$ cat config.mk
export PLATFORM = sky130hd
export DESIGN_NAME = dcache_controller
export DESIGN_NICKNAME = d
export VERILOG_FILES = /design/src/rtl/dcache_controller.sv
export SDC_FILE = /design/constraint.sdc
export NUM_CORES = 1
export LEC_CHECK = 0
export BUFFER_PORTS_ARGS = -buffer_cell sky130_fd_sc_hd__buf_4
export CAP_MARGIN = 10
export CORE_ASPECT_RATIO = 1.5
export CORE_UTILIZATION = 44
export DETAILED_ROUTE_END_ITERATION = 6
export GPL_ROUTABILITY_DRIVEN = 0
export PLACE_DENSITY = 0.72
export SLEW_MARGIN = 25
export SYNTH_ARGS = -nofsm -noshare
export SYNTH_HDL_FRONTEND = slang
export SYNTH_SLANG_ARGS = --single-unit
$ cat constraint.sdc
create_clock -name clock -period 4.2 [get_ports clock]
set_input_delay 1.05 -clock clock [delete_from_list [all_inputs] [get_ports clock]]
set_output_delay 1.05 -clock clock [all_outputs]
set_load 0.03 [all_outputs]
$ cat src/rtl/dcache_controller.sv
// Direct-mapped write-back data cache between a CPU load/store port and a block-wide memory.
// A miss writes back a dirty victim, refills the line, then replays the held request as a hit.
module dcache_controller #(
  parameter int TAG_W    = 3,
  parameter int INDEX_W  = 3,
  parameter int OFFSET_W = 2,
  parameter int DATA_W   = 8,
  localparam int ADDR_W  = TAG_W + INDEX_W + OFFSET_W,
  localparam int BLOCK_W = DATA_W << OFFSET_W
) (
  input  logic                     clock,
  input  logic                     reset,
  input  logic                     read,
  input  logic                     write,
  input  logic [ADDR_W-1:0]        address,
  input  logic [DATA_W-1:0]        writedata,
  output logic [DATA_W-1:0]        readdata,
  output logic                     busywait,
  output logic                     mem_read,
  output logic                     mem_write,
  output logic [TAG_W+INDEX_W-1:0] mem_address,
  output logic [BLOCK_W-1:0]       mem_writedata,
  input  logic [BLOCK_W-1:0]       mem_readdata,
  input  logic                     mem_busywait,
  output logic [1:0]               dbg_state
);

  localparam int LINES = 1 << INDEX_W;

  typedef enum logic [1:0] {
    IDLE      = 2'd0,
    MEM_WRITE = 2'd1,
    MEM_READ  = 2'd2,
    UPDATE    = 2'd3
  } state_t;

  state_t               state_q, state_d;
  logic                 seen_busy_q, seen_busy_d;
  logic [LINES-1:0]     valid_q, dirty_q;
  logic [TAG_W-1:0]     tag_q  [LINES];
  logic [BLOCK_W-1:0]   data_q [LINES];

  logic [TAG_W-1:0]     addr_tag;
  logic [INDEX_W-1:0]   addr_idx;
  logic [OFFSET_W-1:0]  addr_off;
  logic                 hit;
  logic                 cpu_wr_en;
  logic                 fill_en;
  logic [DATA_W-1:0]    sel_byte;

  assign addr_tag  = address[ADDR_W-1 -: TAG_W];
  assign addr_idx  = address[OFFSET_W +: INDEX_W];
  assign addr_off  = address[OFFSET_W-1:0];
  assign hit       = valid_q[addr_idx] && (tag_q[addr_idx] == addr_tag);
  assign sel_byte  = data_q[addr_idx][int'(addr_off)*DATA_W +: DATA_W];
  assign dbg_state = state_q;

  // Handshakes: the CPU holds read/write (and address) until it sees busywait low, and the
  // access completes in that cycle. Toward memory, mem_read/mem_write stay high until
  // mem_busywait has been seen high and then observed low at a clock edge.
  always_comb begin
    state_d       = state_q;
    busywait      = 1'b0;
    mem_read      = 1'b0;
    mem_write     = 1'b0;
    mem_address   = '0;
    mem_writedata = '0;
    readdata      = '0;
    cpu_wr_en     = 1'b0;
    fill_en       = 1'b0;
    case (state_q)
      IDLE: begin
        if (read || write) begin
          if (hit) begin
            if (write) cpu_wr_en = 1'b1;
            else       readdata  = sel_byte;
          end else begin
            busywait = 1'b1;
            state_d  = (valid_q[addr_idx] && dirty_q[addr_idx]) ? MEM_WRITE : MEM_READ;
          end
        end
      end
      MEM_WRITE: begin
        busywait      = 1'b1;
        mem_write     = 1'b1;
        mem_address   = {tag_q[addr_idx], addr_idx};
        mem_writedata = data_q[addr_idx];
        if (seen_busy_q && !mem_busywait) state_d = MEM_READ;
      end
      MEM_READ: begin
        busywait    = 1'b1;
        mem_read    = 1'b1;
        mem_address = {addr_tag, addr_idx};
        if (seen_busy_q && !mem_busywait) state_d = UPDATE;
      end
      UPDATE: begin
        busywait = 1'b1;
        fill_en  = 1'b1;
        state_d  = IDLE;
      end
      default: state_d = IDLE;
    endcase
    // Remembers that the current transfer has started; cleared on every state change.
    seen_busy_d = ((state_q == MEM_WRITE) || (state_q == MEM_READ)) &&
                  (state_d == state_q) && (seen_busy_q || mem_busywait);
  end

  always_ff @(posedge clock or negedge reset) begin
    if (!reset) begin
      state_q     <= IDLE;
      seen_busy_q <= 1'b0;
      valid_q     <= '0;
      dirty_q     <= '0;
    end else begin
      state_q     <= state_d;
      seen_busy_q <= seen_busy_d;
      if (fill_en) begin
        valid_q[addr_idx] <= 1'b1;
        dirty_q[addr_idx] <= 1'b0;
      end else if (cpu_wr_en) begin
        dirty_q[addr_idx] <= 1'b1;
      end
    end
  end

  // Tags and data are qualified by valid, so they carry no reset.
  always_ff @(posedge clock) begin
    if (fill_en) begin
      data_q[addr_idx] <= mem_readdata;
      tag_q[addr_idx]  <= addr_tag;
    end else if (cpu_wr_en) begin
      data_q[addr_idx][int'(addr_off)*DATA_W +: DATA_W] <= writedata;
    end
  end

endmodule

* Yosys cells after proc, flatten, opt, wreduce, memory -nomap -nowiden *
Memories as Yosys holds them, arrays and structs flattened.
Index checks and enable logic that the tools add are counted.

operators by class
  bitwise operators = 36
  multiplexer cells = 67
  equality and inequality tests = 5
  $add $sub $neg = 1
  order comparisons = 2
  shifts and indexed selects = 3
  reductions and logical operators = 13

operators with widths
  operator                   number
  $mux W32                   2
  $mux W1                    48
  $mux W8                    6
  $neg A5 Y33                1
  $shift A8 B33 Y32 const A  1
  $shiftx A8 B33 Y32         1
  $or A1 B1 Y1               32
  $shiftx A32 B6 Y8          1
  $or A8 B8 Y8               2
  $pmux W6 S2                1
  $mux W2                    5
  $and A8 B8 Y8              1
  $not A8 Y8                 1
  $pmux W2 S4                1
  $bmux W1 S3                2
  $logic_and A1 B1 Y1        6
  $eq A2 B2 Y1 const B       2
  $lt A3 B4 Y1 const B       1
  $demux W1 S3               1
  $eq A3 B3 Y1               1
  $ge A3 B1 Y1 const B       1
  $logic_or A1 B1 Y1         3
  $reduce_or A3 Y1           1
  $eq A2 B1 Y1 const B       1
  5 further kinds            5

storage, ports and cells
  bits in writable memories = 280
  bits of input ports = 53
  bits in registers = 19
  memories kept = 2
  logic and storage cells = 133
  output and inout bits = 51

memories
  memory  words  width  read ports  clocked after Yosys merged registers in  write ports  RTL line  RTL
  data_q  8      32     1           0                                        1            41        logic [BLOCK_W-1:0] data_q [LINES];
  tag_q   8      3      1           0                                        1            40        logic [TAG_W-1:0] tag_q [LINES];

* Logic depth before layout (Yosys ltp) *
  depth in word-level cells = 10
  mapped depth = 11
  depth with buffers taken out = 7

* Worst setup path after synthesis *
No wires, ideal clock.

  path kind = in2out
  from = in address[4]
  to = out readdata[1]
  path slack = -0.660 ns
  data arrival time = 3.810 ns
  required time = 3.150 ns
  stages = 9
  path buffers = 3
  path through = or2_0 > buf_2 > o22a_1 > and3_1 > or4_4 > buf_6 > or2_1 > buf_6 > nor4_1

between the ends
  word-level cells in the longest chain between the ends = 6
  elaborated cells on any way between the ends = 11
  classes of those cells = eq/ne (1); shift (1); mux (6); reduce/logical (1); memory (2)

ends and longest elaborated chain
  element                                         RTL line  RTL
  start, declared                                 15        input logic [ADDR_W-1:0] address,
  $mem_v2 Z8 W32 (tied with other cells)          n/a
  $shiftx A32 B6 Y8 (tied with other cells)       55        assign sel_byte = data_q[addr_idx][int'(addr_off)*DATA_W +: DATA_W];
  $mux W8 or $logic_and A1 B1 Y1 (tied branches)  75, 54
  $mux W8 (*)                                     74        if (hit) begin
  $mux W8 (*)                                     73        if (read || write) begin
  $mux W8 (*)                                     71        case (state_q)
  end, declared                                   17        output logic [DATA_W-1:0] readdata,

Every way passes the cells marked *; elsewhere a longest branch is shown, timed or not. The select of a mux whose other input is x is not followed.

* Final worst setup path *
  from = in address[3]
  to = out readdata[0]

Same word-level chain as after synthesis.

==> impl_metrics.csv <==
group,metric,value,unit
worst_setup_path,arrival,3.21,ns
placement,post-dp-hpwl,26600,um
worst_hold_path,hp-class,"primary input to async pin",
detailed_routing,drt_iter0_drc,797,
finish,layout.nets,1146,
detailed_routing,wl_per_cell,25.2,um
worst_setup_path,r2r_start,"tag_q[3][0]",
floorplanning,die_y,215,um
clock_network,worstSkewPairLatency,0.55,ns
worst_setup_path,worstRegToRegCells,9,
finish,final_layout_size_suffix_gt1_share,35.6,%
global_routing,gr-usage-all-layers,24.8,%
clock_network,root_buffer,"clkbuf_16",
global_routing,grt_first_pass_wirelength,55200,um
logic_synthesis,synth.most_common_cell,"edfxtp_1",
power_and_ir_drop,leakage,6.16,nW
worst_setup_path,worstSetupStartpointType,"primary input",
finish,fillers,2366,
global_routing,grt_max_degree,42,
logic_synthesis,synth_edf_count,280,
detailed_routing,drt-total-wl,37700,um
floorplanning,pin_count,104,
timing,final.setup_skew,0.0202,ns
logic_synthesis,synth_async_sr_flop_share,6.35,%
global_routing,use_met2,40.6,%
detailed_routing,vias,8745,
finish,num_antenna_cells,0,
finish,instances_no_fill,1497,
status,outcome,"finished, violations left",
clock_network,htreeDepth,1,
power_and_ir_drop,ir_drop,0.343,mV
clock_network,tritoncts,"yes",
detailed_routing,postRouteAntennaNets,0,
clock_network,numCtsBuffers,25,
detailed_routing,drc,0,
logic_synthesis,synthFlopType,"edfxtp_1",
floorplanning,die_w,144,um
placement,dpl.cell_count,1437,
logic_synthesis,syn-cell-area,0.0134,mm2
logic_synthesis,synthTopCellsByArea,"edfxtp_1 63%, mux4_2 5.9%, mux2i_1 5.3%",
placement,io_buffers,103,
timing,rsz0062_at_grt,"yes",
logic_synthesis,synth_top_area_share,63.0,%
floorplanning,fp-row-count,77,
timing,final_max_slew_viol_count,0,
logic_synthesis,syn_nets,921,
timing,setup-tns-final,-0.0989,ns
logic_synthesis,ys_types,57,
worst_setup_path,required,3.15,ns
timing,slew_headroom,41.1,%
detailed_routing,firstDrtPassIters,5,
global_routing,grt_antenna_before_repair,0,
worst_setup_path,crit_type,"primary input to output pin",
global_routing,grt_pass1_vias,8687,
worst_setup_path,crit_start,"address[3]",
finish,multi_input_area,0.00420,mm2
power_and_ir_drop,p_per_area,432,mW/mm2
finish,seqCellArea,0.00888,mm2
worst_setup_path,critPathMaxFanout,8,
logic_synthesis,postSynthCellCount,858,
logic_synthesis,synth_top_cell_by_area,"edfxtp_1",
timing,finalSetupViolations,5,
global_routing,grt-ovfl-total,0,
worst_setup_path,cp-end-kind,"output pin",
logic_synthesis,synth_area_per_cell,15.6,um2
clock_network,cts_sinks,299,
floorplanning,start_util,45.0,%
global_routing,gr-usage-met3,3.54,%
timing,finalWorstSetupSlack,-0.0646,ns
worst_setup_path,worstReg2RegEnd,"data_q[0][2]",
power_and_ir_drop,p_total,7.22,mW
logic_synthesis,ys_seq_elements,299,
floorplanning,dieArea,0.0311,mm2
timing,fin_crit_sh,102,%
global_routing,grtUsageMet1,31.8,%
clock_network,cts.clk_slew.worst_paths,0.07,ns
logic_synthesis,yosysSeqAreaShare,66.5,%
finish,synthToLayoutAreaGrowth,25.4,%
timing,finalHoldWorstSlack,0.375,ns
timing,worst_slew_pin_slew,0.880,ns
logic_synthesis,ys_top_cells_by_count,"280 x edfxtp_1, 71 x mux2i_1, 46 x inv_1",
run,cap_violations,0,
clock_network,cts_buffer_depth,3,
timing,max_freq,234,MHz
detailed_routing,via_per_inst,5.84,
status,violations,"negative setup slack",
logic_synthesis,ys_warn_count,0,
floorplanning,core,0.0297,mm2
worst_setup_path,rrSetupSlack,1.16,ns
timing,fin_crit,4.26,ns
timing,hold_viol_final,0,
global_routing,top_usage_layer,"met2",
[final cells by class]
cell class | count | area share (%)
Clock buffer | 33 | 4.10
Clock inverter | 13 | 0.748
Inverter | 48 | 1.08
Multi-Input combinational cell | 458 | 25.1
Sequential cell | 299 | 53.1
Tap cell | 395 | 2.95
Timing Repair Buffer | 251 | 13.0
[worst max-delay path: stages]
cell and delay [ns]:
buf_12 0.13, buf_12 0.14, and2_4 0.16, buf_4 0.16
a22o_1 0.20, a222oi_1 0.35, o21ai_1 0.20, mux4_2 0.50
nor4b_4 0.15, buf_6 0.17
[cells by family after synthesis]
kind of cell	after synthesis	share of synthesized area, %
AOI/OAI and AO/OA	156	9.07
muxes	125	12.8
adders and majority gates	10	0.937
DFF	299	66.5
and+or+nand+nor	166	7.11
buffers and inverters	102	3.51
[routing by layer]
metal,vias to the layer above,share of wire (%)
li1,3797,-
met1,4330,37
met2,502,49
met3,116,8.1
met4,0,5.9
met5,-,0
[stage by stage]
step	utilization [%]	setup WS (ns)	cell area, um2
final	56.4	-0.0646	16700
after global routing	56.4	-0.124	16700
after CTS	55.8	0.00173	16500
after detailed placement	52.6	-0.213	15600
after global placement	52.6	-0.160	15600
after floorplan	-	-0.0620	13500
[worst max path at each step]
stage	end	depth (start not counted)
finish	readdata[0]	10
CTS	readdata[2]	9
global placement	readdata[2]	9
detailed placement	readdata[0]	9
global route	readdata[2]	10
floorplan	readdata[0]	9
[registers in the layout, summed over array words and instances, names as in the netlist, named ones only]
name	count
tag_q	24
dbg_state	2
valid_q	8
seen_busy_q	1
data_q	256
[layout by cell type (no fill, tap or decap), types with 13 or more instances in the layout]
cell and instances:
dfrtp_1 19, o22ai_1 18, and2_1 20, mux2_2 18, nand2_1 45, buf_4 222, nor2b_1 23, a22o_1 13
a221oi_1 30, mux2i_1 69, mux4_2 35, inv_1 46, o21a_1 33, edfxtp_1 280, buf_12 15, clkbuf_16 26
nor2_1 19
[what timing repair did]
action / in CTS / in global routing
cloned: 1 / 2
resized for setup: 28 / 22
pin swaps: 7 / 9
setup buffers: 3 / 9
hold buffers: 0 / 0
endpoints found under the setup margin: 9 / 7
[where the power goes]
group          switching, mW  internal (mW)  total [mW]
logic                  0.820          0.583        1.40
clock network           1.05           1.28        2.33
registers             0.0718           3.42        3.49
No activity file was read; power rests on OpenSTA's default activity.
